==> config.mk <==
export PLATFORM = sky130hd
export DESIGN_NAME = pulse_sender
export DESIGN_NICKNAME = d
export VERILOG_FILES = /design/src/rtl/pulse_sender.sv
export SDC_FILE = /design/constraint.sdc
export NUM_CORES = 1
export LEC_CHECK = 0
export BUFFER_PORTS_ARGS = -buffer_cell sky130_fd_sc_hd__buf_2
export CORE_AREA = 8 8 45 47
export CTS_CLUSTER_SIZE = 40
export DETAILED_ROUTE_END_ITERATION = 8
export DIE_AREA = 0 0 53 55
export SLEW_MARGIN = 20
export SYNTH_ARGS = -nofsm -noshare
export SYNTH_HDL_FRONTEND = slang
export SYNTH_SLANG_ARGS = --single-unit
==> constraint.sdc <==
create_clock -name aclk -period 2.2 [get_ports aclk]
set_clock_uncertainty 0.05 [all_clocks]
set_input_delay 0.33 -clock aclk [delete_from_list [all_inputs] [get_ports aclk]]
set_output_delay 0.33 -clock aclk [all_outputs]
set_load 0.01 [all_outputs]
==> src/rtl/pulse_sender.sv <==
// pulse_sender: carries single-cycle events to another clock domain as
// toggles on req_o and waits for the toggle to come back on ack_i.
// Optional macro PULSE_SENDER_QUEUE_EN: when defined, events that arrive
// while busy are counted in pending_o and issued later. When it is not
// defined, those events are dropped and pending_o is tied to zero.
module pulse_sender #(
    parameter int SYNC_STAGES = 2,
    parameter int CNT_W       = 4
) (
    input  logic             aclk,
    input  logic             arst,
    input  logic             tvalid_i,
    input  logic             ack_i,
    output logic             req_o,
    output logic             busy_o,
    output logic [CNT_W-1:0] pending_o,
    output logic             drop_o
);

    typedef enum logic {
        IDLE     = 1'b0,
        WAIT_ACK = 1'b1
    } state_t;

    state_t                 state_q;
    logic [SYNC_STAGES-1:0] sync_q;
    logic                   ack_s;

    assign ack_s = sync_q[SYNC_STAGES-1];

`ifdef PULSE_SENDER_QUEUE_EN
    localparam logic [CNT_W-1:0] CNT_MAX = '1;
    logic [CNT_W-1:0] cnt_q;
    assign pending_o = cnt_q;
`else
    assign pending_o = '0;
`endif

    // ack_i comes from the other domain; only this chain samples it
    always_ff @(posedge aclk or posedge arst) begin
        if (arst) begin
            sync_q <= '0;
        end else begin
            sync_q <= {sync_q[SYNC_STAGES-2:0], ack_i};
        end
    end

    // request/acknowledge handshake with event accounting
    always_ff @(posedge aclk or posedge arst) begin
        if (arst) begin
            state_q <= IDLE;
            req_o   <= 1'b0;
            busy_o  <= 1'b0;
            drop_o  <= 1'b0;
`ifdef PULSE_SENDER_QUEUE_EN
            cnt_q   <= '0;
`endif
        end else begin
            drop_o <= 1'b0;
            case (state_q)
                IDLE: begin
`ifdef PULSE_SENDER_QUEUE_EN
                    if (tvalid_i || (cnt_q != '0)) begin
                        req_o   <= ~req_o;
                        busy_o  <= 1'b1;
                        state_q <= WAIT_ACK;
                        // a fresh event replaces the queued one it issues
                        if (!tvalid_i) begin
                            cnt_q <= cnt_q - 1'b1;
                        end
                    end
`else
                    if (tvalid_i) begin
                        req_o   <= ~req_o;
                        busy_o  <= 1'b1;
                        state_q <= WAIT_ACK;
                    end
`endif
                end
                WAIT_ACK: begin
                    if (tvalid_i) begin
`ifdef PULSE_SENDER_QUEUE_EN
                        if (cnt_q == CNT_MAX) begin
                            drop_o <= 1'b1;
                        end else begin
                            cnt_q <= cnt_q + 1'b1;
                        end
`else
                        drop_o <= 1'b1;
`endif
                    end
                    // no toggle on this edge: forces one IDLE cycle
                    if (ack_s == req_o) begin
                        state_q <= IDLE;
                        busy_o  <= 1'b0;
                    end
                end
            endcase
        end
    end

endmodule

; Word level (Yosys, flattened, before mapping)
; Cells that the tools add are included.
[totals]
reg_bits = 6
latch_bits = 0
mem_bits_rw = 0
romBits = 0
in_bits = 4
mem_count = 0
[op_classes]
add_sub_neg = 0
n_mul = 0
div_mod_pow = 0
n_lt_le_gt_ge = 0
n_eq_ne = 3
shifts = 0
n_mux = 7
n_bitwise = 2
n_reduce_logical = 2
[op_table]
columns = cell, count
row1 = $mux 1, 5
row2 = $pmux 1 s2, 2
row3 = $reduce_and 2->1, 2
row4 = $ne 2x1->1 const B, 1
row5 = $ne 2x2->1 const B, 1
row6 = $not 1->1, 2
row7 = $eq 1x1->1, 1

; Logic depth before layout (Yosys ltp)
[depth]
word_depth = 3
depth_mapped = 2
mapped_depth_nobuf = 2

; Least setup slack after synthesis
; No wires, ideal clock.
[synth_path]
path_kind = register to register
from = register req_o
to = register busy_o
setup_time_ns = 0.124
arrival_time_ns = 0.688
required_ns = 2.026
slack_ns = 1.338
stages_incl_launch_ff = 3
synth_period_minus_slack_ns = 0.862
path_cell_list = dfrtp_1 xnor2_1 o21ai_1
[synth_via]
elab_chain_cells = 3
[synth_rtl]
columns = item, line
row1 = from (decl), 14  ; output logic req_o,
row2 = from (signal assigned), 74  ; req_o <= ~req_o;
row3 = $eq 1x1->1, 93  ; if (ack_s == req_o) begin
row4 = $ne 2x1->1 (no source line), n/a
row5 = $reduce_and 2->1 (no source line), n/a
row6 = to (signal assigned), 53  ; busy_o <= 1'b0;
row7 = to (signal assigned), 75  ; busy_o <= 1'b1;
row8 = to (signal assigned), 95  ; busy_o <= 1'b0;
row9 = to (decl), 15  ; output logic busy_o,
; Every way passes these cells.
; A chain may end at the register's enable or synchronous reset.

; Worst setup path after layout
[layout_path]
from = register req_o
to = output req_o
; No word-level cell between the ends.

==> results.json <==
{
  "outcome": "finished clean",
  "pwr_density_cell_nw_per_um2": 1237,
  "cts_tree": "yes",
  "wl_per_cell_um": 8.913,
  "min_path_type": "primary input to register",
  "grt_pass1_vias": 157,
  "rrSetupSlack_ps": 1300,
  "ys_seq_area_share_pct": 60.00,
  "yosysWarnings": 0,
  "core_area_um2": 1384,
  "antenna_cells": 0,
  "clkPwrFrac_pct": 25.8,
  "clock-root-buffer": "clkbuf_4",
  "final-hold-violation-count": 0,
  "r2r_start": "req_o$_DFFE_PP0P_",
  "timing.hold.ws_ps": 146.0,
  "drtIter0Drc": 2,
  "synth_edf_count": 0,
  "critPathCaptureType": "output port",
  "crit_chain": "buf_2",
  "grt_pass1_wl_um": 662,
  "synth_area_leaders": "dfrtp_1 60%, buf_4 12%, xnor2_1 7.0%",
  "async_flop_share_pct": 100.0,
  "p_leak_nw": 0.1625,
  "critPathBufInv": 1,
  "multi_input_area_um2": 70.07,
  "grt_setup_unrepaired": "false",
  "rows": 14,
  "yosysTopAreaCell": "dfrtp_1",
  "nFillCells": 145,
  "area_growth_pct": 25.50,
  "cts.htree.levels": 1,
  "syn-cell-area_um2": 250.2,
  "ff2ff_path_depth": 2,
  "grt_max_degree": 7,
  "pin_count": 11,
  "clk_pin_slew_ps": 50,
  "cpLargestDelayFamily": "flip-flops",
  "die_area_um2": 2915,
  "dr.pass1.iters": 2,
  "grt_use_total_pct": 3.848,
  "p_sw_w": 0.0001187,
  "clkLatencyLatePin_ps": 240,
  "r2r_end": "busy_o$_DFFE_PP0P_",
  "power_frac_comb_pct": 30.3,
  "placed_cells": 42,
  "synthMostInstantiatedCell": "dfrtp_1",
  "avgViaCountPerCell": 3.261,
  "synth_flop_cell": "dfrtp_1",
  "arrival_ps": 800,
  "final.period_utilization_pct": 53.45,
  "synth_top_cell_area_share_pct": 60.00,
  "setup_viol": 0,
  "instances_no_fill": 46,
  "cts_sinks": 6,
  "crit_type": "register to output port",
  "cp_max_fo": 3,
  "post-route-drc-count": 0,
  "ant_nets": 0,
  "dp_hpwl_um": 323.9,
  "synth_cells": 21,
  "whs_endpoint": "sync_q[0]$_DFF_PP0_",
  "die_h_um": 55,
  "p_total_w": 0.0003884,
  "required_ps": 1820,
  "routabilityCongestion": 0.6636,
  "cpMaxStageDelayCell": "dfrtp_1",
  "synth-seq-cells": 6,
  "vdd.ir_drop.worst_mv": 0.3898,
  "port_buffers": 6,
  "min_period_ps": 1176,
  "num_vias": 150,
  "fin_tns_setup_ps": 0,
  "postCtsSetupBuffers": 0,
  "antenna_found_initial": 0,
  "cp-start-kind": "register",
  "critPathMaxStageDelay_ps": 400,
  "drive_gt1_share_pct": 33.33,
  "final_nets": 36,
  "power_frac_seq_pct": 43.9,
  "postRouteWirelength_um": 410,
  "grt_remaining_overflow": 0,
  "seq_area_um2": 150.1,
  "worstHoldStart": "ack_i",
  "holdPathStages": 1,
  "synth.distinct_cells": 9,
  "final_max_slew_viol_count": 0,
  "fmax_mhz": 850.4,
  "synth_common_cells": "6 x dfrtp_1, 4 x buf_4, 3 x inv_1, 2 x o21ai_1, 2 x xnor2_1",
  "die_w_um": 53,
  "cts_buffer_depth": 2,
  "cap_viol_max_count": 0,
  "synth_area_per_cell_um2": 11.92,
  "cell_internal_pwr_w": 0.0002697,
  "start_util_pct": 18.08,
  "p_sw_share_pct": 30.56,
  "cts_made_buffers": 3
}
[placed cells by master (no fill, tap or decap), drive strengths merged]
cell	netlist	final
conb	1	4
o21bai	1	1
nand2b	1	1
and2	1	1
clkbuf	0	3
o21ai	2	2
dlygate4sd3	0	1
buf	4	6
xnor2	2	2
inv	3	3
dfrtp	6	6
[cell type report]
class	count	share of cell area [%]
clock buffers	3	7.171
well taps	16	6.375
flip-flops and latches	6	47.81
repair buffers	7	12.75
multi-input cells	11	22.31
inverters	3	3.586
[sequential cells by signal, summed over array words and instances, names as in the netlist]
signal,flops
sync_q,2
busy_o,1
drop_o,1
req_o,1
state_q,1
[layer usage]
| layer | vias up | global-route usage, % | part of all wire (%) |
|---|---|---|---|
| met5 | - | 0 | 0 |
| met4 | 0 | 2.586 | 0 |
| met3 | 0 | 6.417 | 24 |
| met2 | 10 | 3.906 | 36 |
| met1 | 64 | 3.091 | 40 |
| li1 | 76 | - | - |
[worst max-delay path by stage]
stage | start | endpoint | slack [ps] | depth (start not counted)
CTS | req_o$_DFFE_PP0P_ | req_o | 1010 | 1
detailed placement | req_o$_DFFE_PP0P_ | req_o | 1280 | 1
global route | req_o$_DFFE_PP0P_ | req_o | 970 | 1
global placement | req_o$_DFFE_PP0P_ | req_o | 1290 | 1
floorplan | req_o$_DFFE_PP0P_ | busy_o$_DFFE_PP0P_ | 1340 | 2
finish | req_o$_DFFE_PP0P_ | req_o | 1020 | 1
[kinds of logic after synthesis]
logic type             Yosys count  share of synthesized area, %
flip-flops                       6                         60.00
AND/OR/NAND/NOR                  2                         8.000
XOR/XNOR                         2                         7.001
AO/OA/AOI/OAI                    3                         7.001
buffers and inverters            7                         16.50
other                            1                         1.499
[power groups by stage]
stage               Clock (W)  Sequential, W  Combinational [W]
floorplan                   0       0.000183          0.0000717
finish               0.000100       0.000171           0.000118
global route         0.000120       0.000176           0.000131
detailed placement          0       0.000172           0.000118
CTS                  0.000108       0.000171           0.000120
global placement            0       0.000171           0.000117
[per-stage QoR]
step / setup WS [ps] / utilization, % / cell area (um^2)
floorplan: 1338 / - / 261.5
global placement: 1290 / 20.34 / 281.5
detailed placement: 1282 / 20.34 / 281.5
CTS: 1007 / 22.69 / 314.1
global route: 971.2 / 22.69 / 314.1
finish: 1024 / 22.69 / 314.1
[repair_timing]
| action | 4_1_cts | 5_1_grt |
|---|---|---|
| resized for setup | 0 | 0 |
| endpoints found under the setup margin | 0 | 0 |
| hold buffers | 1 | 0 |
| endpoints found under the hold margin | 6 | 0 |
No activity file was read; power rests on OpenSTA's default activity.
